[config.mk]
export PLATFORM = sky130hd
export DESIGN_NAME = mem_arbiter
export DESIGN_NICKNAME = d
export VERILOG_FILES = /design/src/rtl/mem_arbiter_pkg.sv /design/src/rtl/mem_arbiter_pick.sv /design/src/rtl/mem_arbiter.sv
export SDC_FILE = /design/constraint.sdc
export NUM_CORES = 1
export LEC_CHECK = 0
export ABC_AREA = 1
export CORE_ASPECT_RATIO = 1.25
export CORE_MARGIN = 4
export CORE_UTILIZATION = 30
export CTS_CLUSTER_SIZE = 20
export DETAILED_ROUTE_END_ITERATION = 7
export GPL_TIMING_DRIVEN = 0
export PLACE_DENSITY = 0.65
export SYNTH_ARGS = -nofsm -noshare
export SYNTH_HDL_FRONTEND = slang
export SYNTH_HIERARCHICAL = 1
export SYNTH_SLANG_ARGS = --single-unit
[constraint.sdc]
create_clock -name clk -period 2.7 [get_ports clk]
set_input_delay 0.54 -clock clk [delete_from_list [all_inputs] [get_ports clk]]
set_output_delay 0.54 -clock clk [all_outputs]
set_load 0.005 [all_outputs]
[src/rtl/mem_arbiter_pkg.sv]
// Shared types and constants for the single-port instruction/data bus arbiter.
package mem_arbiter_pkg;

    typedef enum logic [2:0] {
        ST_IDLE     = 3'd0,
        ST_IF_BUSY  = 3'd1,
        ST_MEM_BUSY = 3'd2,
        ST_IF_DROP  = 3'd3,
        ST_RESP     = 3'd4
    } arb_state_t;

    localparam logic        SRC_IF     = 1'b0;
    localparam logic        SRC_MEM    = 1'b1;
    localparam logic        PRIO_RR    = 1'b0;
    localparam logic        PRIO_MEM   = 1'b1;
    localparam logic [31:0] ZERO_WORD  = 32'h0000_0000;
    localparam logic [3:0]  SEL_WORD   = 4'b1111;
    localparam logic [3:0]  SEL_NONE   = 4'b0000;

endpackage

[src/rtl/mem_arbiter_pick.sv]
// Combinational grant decision between fetch and data requesters.
module arb_pick
    import mem_arbiter_pkg::*;
#(
    parameter logic MEM_PRIO = PRIO_MEM
) (
    input  logic if_ce,
    input  logic mem_req,
    input  logic last,
    output logic grant_valid,
    output logic grant_mem
);

    // On a tie, fixed priority favours data; round-robin favours the side not served last.
    always_comb begin
        grant_valid = if_ce | mem_req;
        grant_mem   = 1'b0;
        if (if_ce && mem_req) begin
            if (MEM_PRIO == PRIO_MEM) begin
                grant_mem = 1'b1;
            end else begin
                grant_mem = (last == SRC_IF);
            end
        end else begin
            grant_mem = mem_req;
        end
    end

endmodule

[src/rtl/mem_arbiter.sv]
// Arbiter owning the one external memory bus, shared by instruction fetch and the MEM stage.
module mem_arbiter
    import mem_arbiter_pkg::*;
#(
    parameter logic MEM_PRIO = PRIO_MEM
) (
    input  logic        clk,
    input  logic        rst,
    input  logic        flush,
    input  logic        if_ce,
    input  logic [31:0] if_addr,
    output logic [31:0] if_inst,
    output logic        if_ready,
    input  logic        mem_req,
    input  logic        mem_we,
    input  logic [3:0]  mem_sel,
    input  logic [31:0] mem_addr,
    input  logic [31:0] mem_wdata,
    output logic [31:0] mem_rdata,
    output logic        mem_ready,
    output logic        stallreq,
    output logic        bus_cyc,
    output logic        bus_we,
    output logic [3:0]  bus_sel,
    output logic [31:0] bus_addr,
    output logic [31:0] bus_wdata,
    input  logic [31:0] bus_rdata,
    input  logic        bus_ack
);

    arb_state_t state_r;
    logic       last_r;
    logic       mem_drop_r;
    logic       grant_valid_s;
    logic       grant_mem_s;

    arb_pick #(
        .MEM_PRIO (MEM_PRIO)
    ) u_pick (
        .if_ce       (if_ce),
        .mem_req     (mem_req),
        .last        (last_r),
        .grant_valid (grant_valid_s),
        .grant_mem   (grant_mem_s)
    );

    // Stall lifts only in the cycle the data response is actually delivered.
    always_comb begin
        stallreq = mem_req & ~((state_r == ST_RESP) & mem_ready);
    end

    // Arbitration FSM with registered bus request and response outputs.
    always_ff @(posedge clk or negedge rst) begin
        if (!rst) begin
            state_r    <= ST_IDLE;
            last_r     <= SRC_IF;
            mem_drop_r <= 1'b0;
            bus_cyc    <= 1'b0;
            bus_we     <= 1'b0;
            bus_sel    <= SEL_NONE;
            bus_addr   <= ZERO_WORD;
            bus_wdata  <= ZERO_WORD;
            if_inst    <= ZERO_WORD;
            mem_rdata  <= ZERO_WORD;
            if_ready   <= 1'b0;
            mem_ready  <= 1'b0;
        end else begin
            case (state_r)
                ST_IDLE: begin
                    if_ready  <= 1'b0;
                    mem_ready <= 1'b0;
                    if (!flush && grant_valid_s) begin
                        bus_cyc <= 1'b1;
                        if (grant_mem_s) begin
                            state_r    <= ST_MEM_BUSY;
                            last_r     <= SRC_MEM;
                            mem_drop_r <= 1'b0;
                            bus_we     <= mem_we;
                            bus_sel    <= mem_sel;
                            bus_addr   <= mem_addr;
                            bus_wdata  <= mem_wdata;
                        end else begin
                            state_r   <= ST_IF_BUSY;
                            last_r    <= SRC_IF;
                            bus_we    <= 1'b0;
                            bus_sel   <= SEL_WORD;
                            bus_addr  <= if_addr;
                            bus_wdata <= ZERO_WORD;
                        end
                    end else begin
                        state_r <= ST_IDLE;
                    end
                end
                ST_IF_BUSY: begin
                    if (bus_ack) begin
                        bus_cyc <= 1'b0;
                        state_r <= ST_RESP;
                        if (!flush) begin
                            if_inst  <= bus_rdata;
                            if_ready <= 1'b1;
                        end else begin
                            if_ready <= 1'b0;
                        end
                    end else if (flush) begin
                        state_r <= ST_IF_DROP;
                    end else begin
                        state_r <= ST_IF_BUSY;
                    end
                end
                ST_IF_DROP: begin
                    // The bus cannot abort, so the stale fetch is allowed to finish silently.
                    if (bus_ack) begin
                        bus_cyc <= 1'b0;
                        state_r <= ST_RESP;
                    end else begin
                        state_r <= ST_IF_DROP;
                    end
                end
                ST_MEM_BUSY: begin
                    if (bus_ack) begin
                        bus_cyc   <= 1'b0;
                        state_r   <= ST_RESP;
                        mem_ready <= ~(flush | mem_drop_r);
                        if (!bus_we) begin
                            mem_rdata <= bus_rdata;
                        end else begin
                            mem_rdata <= mem_rdata;
                        end
                    end else if (flush) begin
                        mem_drop_r <= 1'b1;
                    end else begin
                        state_r <= ST_MEM_BUSY;
                    end
                end
                ST_RESP: begin
                    // Dead cycle: requesters see the pulse before they can be granted again.
                    if_ready  <= 1'b0;
                    mem_ready <= 1'b0;
                    state_r   <= ST_IDLE;
                end
                default: begin
                    state_r   <= ST_IDLE;
                    bus_cyc   <= 1'b0;
                    if_ready  <= 1'b0;
                    mem_ready <= 1'b0;
                end
            endcase
        end
    end

endmodule

; ---- Word level (Yosys, flattened, before mapping)
; Index checks and enable logic that the tools add are counted.
[word_totals]
reg_bits = 140
out_inout_bits = 137
elab_cells = 75
inputBits = 139
[classes]
n_mux = 26
bitwise = 11
n_reduce_logical = 15
n_eq_ne = 12
[ops]
columns = op, count
row1 = $mux W32, 2
row2 = $mux W3, 5
row3 = $ne A2 B2 Y1 const B, 6
row4 = $pmux W3 S4, 1
row5 = $mux W1, 11
row6 = $reduce_and A3 Y1, 3
row7 = $not A1 Y1, 7
row8 = $eq A3 B2 Y1 const B, 2
row9 = $pmux W1 S2, 3
row10 = $reduce_and A2 Y1, 3
row11 = $reduce_and A5 Y1, 1
row12 = $mux W2, 2
row13 = $mux W4, 1
row14 = $reduce_or A2 Y1, 2
row15 = $eq A3 B1 Y1 const B, 1
row16 = $eq A3 B3 Y1 const B, 1
row17 = $logic_not A3 Y1, 1
row18 = $ne A3 B3 Y1 const B, 1
row19 = $pmux W1 S3, 1
row20 = $reduce_or A3 Y1, 1
row21 = $and A1 B1 Y1, 2
row22 = $logic_and A1 B1 Y1, 2
row23 = $ne A2 B1 Y1 const B, 1
row24 = $or A1 B1 Y1, 2
row25 = other kinds (2), 2

; ---- Logic depth before layout (Yosys ltp)
; Gate-level depths: netlist (run 1).
[depth]
word_depth = 5
mapped_depth = 9

; ---- Cells and area by module
; The synthesis (run 1) kept the hierarchy.
[by_module_without_submodules]
columns = mod, area_per_inst_um2, cells_per_inst, seq_area_each_um2, n_inst
row1 = mem_arbiter, 5895.7, 726, 3528.4, 1
row2 = arb_pick, 15.0, 4, 0.0, 1

; ---- Worst setup path after synthesis (run 1)
; No wires, ideal clock.
[synth_path]
kind = input port to flip-flop
from = input port mem_req
to = register bus_addr[10]
stages = 8
t_arrival_ns = 1.349
path_slack_ns = 1.234
t_required_ns = 2.584
cell_sequence = clkbuf_1 buf_2 clkinv_1 clkbuf_1 nand2_1 nand2_1 nand2_1 nand2_1
[synth_between]
elab_chain_cells = 3
elab_cells_between_ends = 6
classes_between = mux: 2 / bitwise: 1 / reduce/logical: 3
[synth_rtl]
columns = item, line_no
row1 = "start, declared", mem_arbiter.sv:14  ; input logic mem_req,
row2 = $logic_and A1 B1 Y1 / $or A1 B1 Y1 (equally long branches), "mem_arbiter_pick.sv:18, mem_arbiter_pick.sv:16"
row3 = $mux W1 / $logic_and A1 B1 Y1 (equally long branches), "mem_arbiter_pick.sv:18, mem_arbiter.sv:72"
row4 = $mux W32 / $reduce_and A2 Y1 (equally long branches), n/a
row5 = "end signal, assigned", mem_arbiter.sv:80  ; bus_addr <= mem_addr;
row6 = "end signal, assigned", mem_arbiter.sv:87  ; bus_addr <= if_addr;
row7 = "end, declared", mem_arbiter.sv:25  ; output logic [31:0] bus_addr,
; Parallel ways exist; a longest one is shown, timed or not.
; A chain may end at the register's enable or synchronous reset.

; ---- Final worst setup path (run 1)
[layout_path]
from = input port mem_req
to = output port stallreq
[layout_between]
elab_chain_cells = 1
[layout_rtl]
columns = item, line_no
row1 = $and A1 B1 Y1, mem_arbiter.sv:49  ; stallreq = mem_req & ~((state_r == ST_RESP) & mem_ready);
row2 = "end, declared", mem_arbiter.sv:21  ; output logic stallreq,
; No other way between the ends.

==> impl_metrics.json, run 1 <==
{
  "worst_hold_path_type": "input port to async pin",
  "syn_inst": 727,
  "clkLatencyLatePin_ns": 0.41,
  "seqPwrFrac_pct": 36.7,
  "ant_nets": 0,
  "regArea_um2": 3500,
  "place_congestion": 0.831,
  "ctsLongestPathBuffers": 2,
  "dpl_worst_slack_ns": 0.260,
  "grt_pass1_wl_mm": 30.5,
  "path_class": "input port to output pin",
  "p_comb_share_pct": 38.2,
  "cts_setup_buffers": 0,
  "relSlewSlack_pct": 60.8,
  "setup_tns_ns": 0,
  "required_ns": 2.16,
  "syn_nets": 866,
  "most-common-layout-cells": "nand2_1 (437), clkdlybuf4s50_1 (274), dfrtp_1 (140)",
  "end_kind": "output pin",
  "h-tree-depth": 4,
  "layout.nets": 1161,
  "drtIter0Drc": 353,
  "yosys_warnings": 6,
  "tightest_slew_ns": 0.588,
  "fmax_ghz": 0.430,
  "area_growth_pct": 63.4,
  "slew_violations": 0,
  "period_share_pct": 86.1,
  "sw_frac_of_total_pct": 31.2,
  "switching_power_w": 0.00304,
  "chipWidth_um": 133,
  "p_int_w": 0.00670,
  "dp_hpwl_mm": 14.7,
  "antenna_found_initial": 1,
  "arrival_ns": 1.78,
  "powerDensity_nw_per_um2": 1010,
  "cts_root_buffer": "clkbuf_16",
  "via_per_inst": 4.36,
  "grtUsageTotal_pct": 17.6,
  "layout_setup_ws_ns": 0.376,
  "firstDrtPassIters": 4,
  "status": "finished clean",
  "core-area_um2": 19300,
  "wl_mm": 19.3,
  "skew_ns": 0.00648,
  "path_clk_slew_ns": 0.06,
  "port_buffers": 275,
  "drcViolationCount": 0,
  "start_kind": "input port",
  "die_y_um": 165,
  "initial_core_util_pct": 30.4,
  "cts_tree": "yes",
  "post-route-util_pct": 49.7,
  "grt_overflow_total": 0,
  "power_w": 0.00974,
  "rows": 57,
  "layout_commonest_cell": "nand2_1",
  "synth_area_per_cell_um2": 8.09,
  "cts_resized": 0,
  "setup_viol": 0,
  "hold_viol_final": 0,
  "die_area_um2": 21900,
  "ioPinCount": 276,
  "final_area_um2": 9610,
  "drive_above_1_share_pct": 6.47,
  "vdd_drop_max_mv": 0.431,
  "wire_per_inst_um": 14.8,
  "cts_hold_buf": 0,
  "fillers": 1897,
  "via_count": 5673,
  "critical_path.max_fanout": 3,
  "cts.sinks": 140,
  "clockPowerShare_pct": 25.1,
  "grt_max_degree": 81,
  "placed_cell_area_um2": 8990,
  "numCtsBuffers": 17,
  "syn_area_um2": 5880,
  "power_leakage_nw": 4.79,
  "grt_pass1_vias": 5771,
  "min_period_ns": 2.32,
  "grt_setup_unrepaired": "false",
  "multi_input_area_um2": 2120,
  "maxCapViolCount": 0
}
flip-flops by register name (all words and copies together) (netlist names):
signal / flops
bus_wdata: 32
mem_ready: 1
mem_drop_r: 1
if_ready: 1
mem_rdata: 32
bus_addr: 32
bus_sel: 4
bus_we: 1
bus_cyc: 1
if_inst: 32
state_r: 3
critical path, cell delays in order:
cell and delay, ns:
clkdlybuf4s50_1 0.50, inv_1 0.05, a31oi_1 0.14, clkdlybuf4s50_1 0.56
stage by stage:
step / cells / hold slack [ns]
2_1_floorplan: 727 / 0.244
3_3_place_gp: 1267 / 0.453
3_5_place_dp: 1268 / 0.457
4_1_cts: 1300 / 0.107
5_1_grt: 1301 / 0.121
6_report: 1301 / 0.0884
routing by layer:
metal / up-vias / wire (um) / global-route usage [%]
met2: 209 / 9590 / 30.5
met4: 0 / 446 / 5.94
li1: 2836 / - / -
met3: 24 / 1520 / 6.61
met5: - / 0 / 0
met1: 2604 / 7720 / 20.2
final cells by class:
cell class                      count  share of cell area (%)
Inverter                           14                   0.547
Antenna cell                        1                  0.0260
Timing Repair Buffer              276                    29.0
Multi-Input combinational cell    533                    22.1
Clock buffer                       18                    4.47
Clock inverter                     14                    1.91
Buffer                             40                    2.06
Sequential cell                   140                    36.5
Tap cell                          265                    3.45
power by group through the flow:
stage / Clock, W / Sequential [W] / Combinational (W)
floorplan: 0 / 0.00364 / 0.00112
global placement: 0 / 0.00359 / 0.00374
detailed placement: 0 / 0.00359 / 0.00378
CTS: 0.00251 / 0.00359 / 0.00379
global route: 0.00259 / 0.00372 / 0.00410
finish: 0.00244 / 0.00358 / 0.00372
path summary, 6_finish.rpt:
kind	startpoint	end	slack, ns	depth (start not counted)
max	mem_req	stallreq	0.38	4
max reg2reg	state_r[2]$_DFFE_PN0P_	mem_rdata[9]$_DFFE_PN0P_	1.03	7
min in group clk	mem_rdata[15]$_DFFE_PN0P_	mem_rdata[15]$_DFFE_PN0P_	0.47	2
max in group asynchronous	rst	bus_wdata[1]$_DFFE_PN0P_	1.78	2
min reg2reg	mem_rdata[15]$_DFFE_PN0P_	mem_rdata[15]$_DFFE_PN0P_	0.47	2
min	rst	mem_rdata[9]$_DFFE_PN0P_	0.09	1
No activity file was read; power rests on OpenSTA's default activity.
==> run 2: changes to the inputs <==
Settings changed: CORE_UTILIZATION 30 to 45, PLACE_DENSITY 0.65 to 0.9, SLEW_MARGIN set to 25.
==> run 2 against run 1 <==
Effect of this change:
- register-to-register slack worse by 0.02 ns
- design area fell by 1.6%
- via count up 4.0%
- maximum frequency down 0.59%
- power fell by 1.4%
- worst setup slack got worse by 0.014 ns
- clock-buffer cell count is 2 higher
- critical path depth is the same
==> impl_metrics.json, run 2 (synthesis results as in run 1) <==
{
  "end_kind": "output pin",
  "clkLatencyLatePin_ns": 0.41,
  "switching_power_w": 0.00298,
  "final_area_um2": 9450,
  "cts_setup_buffers": 0,
  "layout.nets": 1161,
  "vdd_drop_max_mv": 0.506,
  "area_growth_pct": 60.8,
  "drtIter0Drc": 338,
  "grt_util_met2_pct": 43.0,
  "start_kind": "input port",
  "p_comb_share_pct": 38.9,
  "drcViolationCount": 0,
  "h-tree-depth": 4,
  "port_buffers": 275,
  "ant_nets": 0,
  "critical_path.max_fanout": 3,
  "grt_overflow_total": 0,
  "die_area_um2": 15000,
  "setup_viol": 0,
  "hold_viol_final": 0,
  "grt_pass1_vias": 5862,
  "status": "finished clean",
  "grtUsageTotal_pct": 25.3,
  "ioPinCount": 276,
  "path_clk_slew_ns": 0.06,
  "path_class": "input port to output pin",
  "initial_core_util_pct": 46.2,
  "tightest_slew_ns": 0.534,
  "drive_above_1_share_pct": 6.38,
  "groute.layer.met3.usage_pct": 9.01,
  "layout_commonest_cell": "nand2_1",
  "seqPwrFrac_pct": 37.4,
  "use_met1_pct": 28.0,
  "wl_mm": 18.8,
  "num_antenna_cells": 0,
  "period_share_pct": 86.6,
  "maxCapViolCount": 0,
  "core-area_um2": 12700,
  "rows": 46,
  "relSlewSlack_pct": 64.4,
  "multi_input_area_um2": 2120,
  "power_leakage_nw": 4.79,
  "numCtsBuffers": 17,
  "slew_violations": 0,
  "clockPowerShare_pct": 23.7,
  "cts_hold_buf": 0,
  "arrival_ns": 1.80,
  "grt_max_degree": 93,
  "r2r_cells": 7,
  "cts.sinks": 140,
  "chipWidth_um": 110,
  "worst_hold_path_type": "input port to async pin",
  "p_int_w": 0.00663,
  "ctsLongestPathBuffers": 2,
  "regArea_um2": 3500,
  "antenna_found_initial": 0,
  "grt_busiest_layer": "met2",
  "final_cells": 1202,
  "dp_hpwl_mm": 14.3,
  "placed_cells": 1171,
  "placed_cell_area_um2": 8870,
  "firstDrtPassIters": 5,
  "cts_tree": "yes",
  "skew_ns": 0.00964,
  "sw_frac_of_total_pct": 31.0,
  "setup_tns_ns": 0,
  "fillers": 929,
  "grt_setup_unrepaired": "false",
  "cts_root_buffer": "clkbuf_16",
  "wire_per_inst_um": 15.6,
  "min_period_ns": 2.34,
  "via_per_inst": 4.91,
  "die_y_um": 136,
  "fmax_ghz": 0.428,
  "place_congestion": 0.824,
  "via_count": 5902,
  "powerDensity_nw_per_um2": 1020,
  "most-common-layout-cells": "nand2_1 (437), clkdlybuf4s50_1 (274), dfrtp_1 (140)",
  "cts_resized": 0,
  "required_ns": 2.16,
  "grt_pass1_wl_mm": 29.0,
  "whs_ns": 0.0275
}
## run 2: cell count changes in the layout (fill, tap and decap cells not counted)
cell and delta:
buf_6 -1, buf_8 +1, bufinv_16 -1, clkbuf_8 +2, clkinv_2 +5, clkinv_4 +2, clkinvlp_4 -4, diode_2 -1
inv_6 -4, inv_8 -1
## run 2: final cells by class
type | count | share of cell area [%]
multi-input cells | 533 | 22.5
clock inverters | 11 | 1.27
plain buffers | 40 | 2.09
clock buffers | 20 | 4.83
inverters | 14 | 0.556
well taps | 168 | 2.22
repair buffers | 276 | 29.5
flip-flops and latches | 140 | 37.1
## run 2: worst paths after layout
path                                           start                        end  slack (ns)
max reg2reg                   state_r[2]$_DFFE_PN0P_   mem_rdata[3]$_DFFE_PN0P_        1.01
max                                          mem_req                   stallreq        0.36
min reg2reg                mem_rdata[11]$_DFFE_PN0P_  mem_rdata[11]$_DFFE_PN0P_        0.47
min                                              rst  mem_rdata[28]$_DFFE_PN0P_        0.03
min in group clk           mem_rdata[11]$_DFFE_PN0P_  mem_rdata[11]$_DFFE_PN0P_        0.47
max in group asynchronous                        rst  mem_rdata[15]$_DFFE_PN0P_        1.90
## run 2: worst max-delay path: stages
cell and delay (ns):
clkdlybuf4s50_1 0.52, inv_1 0.05, a31oi_1 0.14, clkdlybuf4s50_1 0.55
## run 2: per-stage QoR
| step | worst slack [ns] | total power (W) | utilization [%] |
|---|---|---|---|
| floorplan | 1.23 | 0.00476 | - |
| global placement | -4.40 | 0.00723 | 69.5 |
| detailed placement | 0.316 | 0.00735 | 69.8 |
| CTS | 0.358 | 0.00969 | 74.3 |
| global route | 0.326 | 0.0102 | 74.3 |
| finish | 0.362 | 0.00961 | 74.3 |
## run 2: power groups by stage
stage	sequential, W	combinational (W)	clock (W)
2_1_floorplan	0.00364	0.00112	0
3_3_place_gp	0.00357	0.00366	0
3_5_place_dp	0.00359	0.00376	0
4_1_cts	0.00358	0.00379	0.00231
5_1_grt	0.00370	0.00412	0.00240
6_report	0.00359	0.00374	0.00228
## run 2: layer usage
layer	wire (um)	share of wire [%]
met5	0	0
met4	724	3.9
met3	1720	9.1
met2	9500	51
met1	6870	37
==> run 3: changes to the inputs <==
Settings changed: SETUP_SLACK_MARGIN set to 0.2, TNS_END_PERCENT set to 30.
==> results of run 3 <==
The final DEF is identical to that of run 2; final timing and power are the same.
